`config.mk`:
```
export PLATFORM = sky130hd
export DESIGN_NAME = alu_mc
export DESIGN_NICKNAME = d
export VERILOG_FILES = /design/src/rtl/alu_mc.sv
export SDC_FILE = /design/constraint.sdc
export NUM_CORES = 2
export LEC_CHECK = 0
export CAP_MARGIN = 20
export CORE_ASPECT_RATIO = 1.5
export CORE_MARGIN = 2
export CORE_UTILIZATION = 45
export DETAILED_ROUTE_END_ITERATION = 10
export HOLD_SLACK_MARGIN = 0.12
export SYNTH_ARGS = -nofsm -noshare
export SYNTH_HDL_FRONTEND = slang
export SYNTH_SLANG_ARGS = --single-unit
```
`constraint.sdc`:
```
create_clock -name clk -period 11.75 [get_ports clk]
set_clock_uncertainty 0.05 [all_clocks]
set_input_delay 1.175 -clock clk [delete_from_list [all_inputs] [get_ports clk]]
set_output_delay 1.175 -clock clk [all_outputs]
set_load 0.005 [all_outputs]
```
`src/rtl/alu_mc.sv`:
```
// ---------------------------------------------------------------------------
// alu_mc : multi-cycle integer ALU for the npc execute stage.
//
// Logic, compare, shift, add and sub finish in one cycle. MUL uses an
// iterative shift-add (one multiplier bit per cycle) and DIVU/REMU use an
// iterative restoring divide (one dividend bit per cycle). Valid/ready
// handshakes on both sides let the pipeline stall on the long ops.
//
// Optional feature macro: ALU_MC_FASTMUL_EN
//   defined   : MUL is a single-cycle op built on a combinational N x N product.
//   undefined : MUL takes the iterative N-cycle shift-add path.
//   Results are identical either way; only the MUL latency changes.
//
// Parameters
//   N          operand/result width in bits (power of two, >= 8)
//
// Ports
//   clk        clock, rising edge
//   rst        asynchronous active-high reset
//   in_valid   request valid
//   in_ready   unit can accept a request (IDLE and no kill this cycle)
//   A, B       unsigned operands, latched at accept
//   sel        opcode
//   kill       abort any in-flight op; a request in the same cycle is dropped
//   out_valid  result valid (held until out_ready)
//   out_ready  consumer accepts the result
//   res        result, stable while out_valid is high
// ---------------------------------------------------------------------------
module alu_mc #(
  parameter int unsigned N = 64
) (
  input  logic         clk,
  input  logic         rst,
  input  logic         in_valid,
  output logic         in_ready,
  input  logic [N-1:0] A,
  input  logic [N-1:0] B,
  input  logic [3:0]   sel,
  input  logic         kill,
  output logic         out_valid,
  input  logic         out_ready,
  output logic [N-1:0] res
);

  localparam int unsigned SHW = $clog2(N);

  // Opcodes
  localparam logic [3:0] OP_ADD  = 4'd0;
  localparam logic [3:0] OP_SUB  = 4'd1;
  localparam logic [3:0] OP_MUL  = 4'd2;
  localparam logic [3:0] OP_DIVU = 4'd3;
  localparam logic [3:0] OP_AND  = 4'd4;
  localparam logic [3:0] OP_OR   = 4'd5;
  localparam logic [3:0] OP_XOR  = 4'd6;
  localparam logic [3:0] OP_GEU  = 4'd7;
  localparam logic [3:0] OP_LTU  = 4'd8;
  localparam logic [3:0] OP_EQ   = 4'd9;
  localparam logic [3:0] OP_NE   = 4'd10;
  localparam logic [3:0] OP_SLL  = 4'd11;
  localparam logic [3:0] OP_SRL  = 4'd12;
  localparam logic [3:0] OP_REMU = 4'd13;

  // FSM states
  localparam logic [1:0] ST_IDLE = 2'd0;
  localparam logic [1:0] ST_BUSY = 2'd1;
  localparam logic [1:0] ST_DONE = 2'd2;

  logic [1:0]     state_q, state_d;
  logic [SHW-1:0] cnt_q,   cnt_d;
  logic [3:0]     op_q,    op_d;
  // opa: multiplicand (shifts left) or dividend/quotient shift register
  logic [N-1:0]   opa_q,   opa_d;
  // opb: multiplier (shifts right) or divisor (static)
  logic [N-1:0]   opb_q,   opb_d;
  // acc: product accumulator or partial remainder
  logic [N-1:0]   acc_q,   acc_d;
  logic [N-1:0]   res_q,   res_d;

  logic           accept_c;
  logic           iter_c;
  logic           mul_iter_c;
  logic           last_c;
  logic [N-1:0]   alu_c;
  logic [N-1:0]   mul_acc_c;
  logic [N:0]     rem_sh_c;
  logic           div_ge_c;
  logic [N-1:0]   rem_sub_c;
  logic [N-1:0]   rem_nx_c;
  logic [N-1:0]   quo_nx_c;

  assign in_ready  = (state_q == ST_IDLE) && !kill;
  assign out_valid = (state_q == ST_DONE);
  assign res       = res_q;
  assign accept_c  = in_valid && in_ready;
  assign last_c    = (cnt_q == SHW'(N - 1));

  // Which opcodes go through the BUSY state, and whether BUSY is multiplying
`ifdef ALU_MC_FASTMUL_EN
  assign iter_c     = (sel == OP_DIVU) || (sel == OP_REMU);
  assign mul_iter_c = 1'b0;
`else
  assign iter_c     = (sel == OP_MUL) || (sel == OP_DIVU) || (sel == OP_REMU);
  assign mul_iter_c = (op_q == OP_MUL);
`endif

  // Single-cycle datapath, evaluated on the live inputs at accept
  always_comb begin
    alu_c = '0;
    case (sel)
      OP_ADD:  alu_c = A + B;
      OP_SUB:  alu_c = A - B;
`ifdef ALU_MC_FASTMUL_EN
      OP_MUL:  alu_c = A * B;
`endif
      OP_AND:  alu_c = A & B;
      OP_OR:   alu_c = A | B;
      OP_XOR:  alu_c = A ^ B;
      OP_GEU:  alu_c = {{(N-1){1'b0}}, (A >= B)};
      OP_LTU:  alu_c = {{(N-1){1'b0}}, (A < B)};
      OP_EQ:   alu_c = {{(N-1){1'b0}}, (A == B)};
      OP_NE:   alu_c = {{(N-1){1'b0}}, (A != B)};
      OP_SLL:  alu_c = A << B[SHW-1:0];
      OP_SRL:  alu_c = A >> B[SHW-1:0];
      default: alu_c = '0;
    endcase
  end

  // Shift-add step: add the current multiplicand when the multiplier LSB is set
  assign mul_acc_c = acc_q + (opb_q[0] ? opa_q : '0);

  // Restoring divide step: bring in the next dividend MSB, subtract if it fits.
  // With a zero divisor the subtract always "fits", which yields an all-ones
  // quotient and leaves the dividend as remainder, as required.
  assign rem_sh_c  = {acc_q, opa_q[N-1]};
  assign div_ge_c  = (rem_sh_c >= {1'b0, opb_q});
  assign rem_sub_c = N'(rem_sh_c - {1'b0, opb_q});
  assign rem_nx_c  = div_ge_c ? rem_sub_c : rem_sh_c[N-1:0];
  assign quo_nx_c  = {opa_q[N-2:0], div_ge_c};

  // Next-state and datapath control
  always_comb begin
    state_d = state_q;
    cnt_d   = cnt_q;
    op_d    = op_q;
    opa_d   = opa_q;
    opb_d   = opb_q;
    acc_d   = acc_q;
    res_d   = res_q;

    case (state_q)
      ST_IDLE: begin
        if (accept_c) begin
          op_d = sel;
          if (iter_c) begin
            opa_d   = A;
            opb_d   = B;
            acc_d   = '0;
            cnt_d   = '0;
            state_d = ST_BUSY;
          end else begin
            res_d   = alu_c;
            state_d = ST_DONE;
          end
        end
      end

      ST_BUSY: begin
        cnt_d = cnt_q + SHW'(1);
        if (mul_iter_c) begin
          acc_d = mul_acc_c;
          opa_d = opa_q << 1;
          opb_d = opb_q >> 1;
          if (last_c) begin
            res_d = mul_acc_c;
          end
        end else begin
          acc_d = rem_nx_c;
          opa_d = quo_nx_c;
          if (last_c) begin
            res_d = (op_q == OP_REMU) ? rem_nx_c : quo_nx_c;
          end
        end
        if (last_c) begin
          cnt_d   = '0;
          state_d = ST_DONE;
        end
      end

      ST_DONE: begin
        if (out_ready) begin
          state_d = ST_IDLE;
        end
      end

      default: begin
        state_d = ST_IDLE;
        cnt_d   = '0;
      end
    endcase

    // Flush wins over everything; the last delivered result stays visible
    if (kill) begin
      state_d = ST_IDLE;
      cnt_d   = '0;
      res_d   = res_q;
    end
  end

  // State and datapath registers
  always_ff @(posedge clk or posedge rst) begin
    if (rst) begin
      state_q <= ST_IDLE;
      cnt_q   <= '0;
      op_q    <= '0;
      opa_q   <= '0;
      opb_q   <= '0;
      acc_q   <= '0;
      res_q   <= '0;
    end else begin
      state_q <= state_d;
      cnt_q   <= cnt_d;
      op_q    <= op_d;
      opa_q   <= opa_d;
      opb_q   <= opb_d;
      acc_q   <= acc_d;
      res_q   <= res_d;
    end
  end

endmodule
```
==> results.toml <==
[clock_network]
htreeDepth = 1
clockRootBuffer = "clkbuf_16"
cts_tree = "built"
clkTransAtPathRegs_ps = 70
cts_sinks = 268
cts_resized = 0
clockBufferDepth = 3
clock_latency_ps = 590
cts_inserted_buffers = 26
post-cts-setup-buffers = 0
cts_hold_buffers = 0

[setup_path]
setup.worst_path.class = "in2reg"
start_kind = "input port"
crit_fanout = 52
worstSetupEndpointType = "register"
worstPathRequired_ps = 12170
critPathArrivalTime_ps = 7270

[detailed_routing]
routedWlPerCell_um = 33.6
drcViolationCount = 0
drtIter0Drc = 6018
first_pass_iters = 7
postRouteWirelength_um = 226000
via_per_inst = 7.09
ant_nets = 0
num_vias = 47608

[synthesis]
ys_ff_latch = 268
synth.cell_area_sq_mm = 0.0407
synth_ff_type = "dfrtp_1"
async_flop_share_pct = 100
synthCells = 5579
synth_nets = 6051
syn_area_per_cell_sq_um = 7.30
ys_warn_count = 0
synth_cell_type_count = 110
synth_edf_count = 0
ys_seq_area_share_pct = 16.5

[power_and_ir_drop]
totalPowerFinal_mw = 7.44
power_frac_seq_pct = 22.4
combPwrFrac_pct = 64.6
clockPowerShare_pct = 13.0
ir_worst_vdd_mv = 0.136
power.density_mw_per_mm2 = 167
p_leak_nw = 19.2
p_sw_mw = 3.91
p_int_mw = 3.52
sw_frac_of_total_pct = 52.6

[sta]
finalSetupViolations = 0
hold_viol = 0
setup_tns_ps = 0
fin_crit_sh_pct = 58.4
fin_ws_ps = 4890
drv_slew = 0
min_period_ps = 6860
slew_headroom_pct = 12.7
worst_pin_slew_ps = 1290
fmaxAchievable_mhz = 146
hold_slack_ps = 463
rsz0062_at_grt = "no"

[cells_and_area]
stdcell_area_sq_mm = 0.0446
fin_util_pct = 49.5
layout-drive-gt1-share_pct = 7.29
finalNonFillerCells = 6712
fin_nets = 5996
syn_to_final_growth_pct = 9.37

[floorplanning]
chipHeight_um = 373
start_util_pct = 45.3
num_rows = 135
chipWidth_um = 250
core-area_sq_mm = 0.0900
die_area_sq_mm = 0.0930
num_io_pins = 203

[grt]
grt_pass1_wl_um = 318000
gr-total-overflow = 0
antenna_found_initial = 6
grt_util_all_layers_pct = 46.8
grt_max_degree = 156
first_global_vias = 44545

[worst_hold_path]
min_path_type = "reg2reg"

[placement]
hpwlAfterDp_um = 176000
gp_congestion = 1.14
place_inst = 6658
portBuffers = 202
dp_slack_ps = 4640
place_area_sq_mm = 0.0436

[run_status]
status = "completed"

[job]
maxCapViolations = 0
==> state kept, by name, indices dropped and copies added (netlist names) <==
name	count
res	64
op_q	4
state_q	2
opa_q	64
acc_q	64
cnt_q	6
opb_q	64
==> layout make-up <==
cell class	count	area [sq um]
Clock buffer	37	763
Multi-Input combinational cell	4620	31400
Fill cell	9204	45500
Inverter	293	1110
Timing Repair Buffer	315	2910
Tap cell	1164	1460
Antenna cell	4	10.0
Sequential cell	268	6710
Clock inverter	11	180
==> path summary, 6_finish.rpt <==
check                      startpoint         to  slack (ps)  cells past startpoint
max                              B[3]    res[63]        4890                     14
min in group asynchronous         rst  acc_q[14]        1130                      2
min reg2reg                  cnt_q[2]   cnt_q[2]         460                      1
min                          cnt_q[2]   cnt_q[2]         460                      1
max reg2reg                  opb_q[8]    res[47]        5820                     14
max in group asynchronous         rst  opb_q[58]        9010                      3
==> synth_stat cells (51+ instances only) <==
cell type	number	area (sq um)
a31oi_1	122	763
nor3_1	114	571
o221ai_1	51	447
dfrtp_1	268	6710
and2_1	102	638
a21o_1	123	923
nand2_1	564	2120
mux2i_1	152	1520
clkbuf_1	302	1130
nor2_1	688	2580
o21bai_1	56	420
nand3_1	83	415
inv_1	287	1080
ha_1	331	4140
and3_1	52	325
o21ai_0	279	1400
a211oi_1	177	1330
mux4_2	91	2050
a21oi_1	522	2610
o211ai_1	83	623
xnor2_1	77	674
==> placed cells by master, fill, tap and decap left out, types with 39 or more instances in the layout <==
master and instances:
o21ai_0 278, nor3_1 112, o31ai_1 43, nand4_1 47
o22ai_1 47, nor2_1 684, buf_4 111, xnor2_1 77
o21a_1 41, nand3_1 83, inv_1 285, mux4_2 91
a211oi_1 177, mux2i_1 152, a22oi_1 39, a31oi_1 122
o21ai_1 45, ha_1 331, dfrtp_1 267, and2_1 102
clkdlybuf4s50_1 197, a21o_1 123, o21bai_1 56, o211ai_1 83
nand2_1 560, mux2_2 47, nor2b_1 41, o221ai_1 51
a21oi_1 521, and3_1 52, a221oi_1 41
==> layer usage <==
| metal | track usage, % | part of all wire [%] |
|---|---|---|
| met1 | 56.6 | 37 |
| met2 | 73.1 | 43 |
| met3 | 8.67 | 10 |
| met4 | 37.3 | 9.7 |
| met5 | 0 | 0.012 |
==> critical path, cell delays in order <==
cell and delay (ps):
buf_4 480, clkinv_2 810, ha_1 640, inv_1 140
o221ai_1 250, a211oi_1 370, a21oi_1 260, nor4b_1 1090
nor2_1 290, o31ai_2 780, a21oi_1 130, a2111oi_0 400
a211oi_1 120, a221o_1 300
==> cells by family after synthesis <==
logic type                 Yosys count  synth area share, %
adders and majority gates          335                 10.4
muxes                              295                 10.2
xor gates and xnor gates           115                 2.47
AOI/OAI and AO/OA                 2012                 33.2
buffers and inverters              691                 6.66
and+or+nand+nor                   1863                 20.6
DFF                                268                 16.5
==> power by group through the flow <==
stage	Sequential [mW]	Clock [mW]	Combinational [mW]
3_5_place_dp	1.66	0	4.60
5_1_grt	1.70	0.998	5.11
6_report	1.67	0.968	4.80
4_1_cts	1.64	0.972	4.63
3_3_place_gp	1.65	0	4.58
2_1_floorplan	1.49	0	3.16
(Power assumes the default switching activity.)
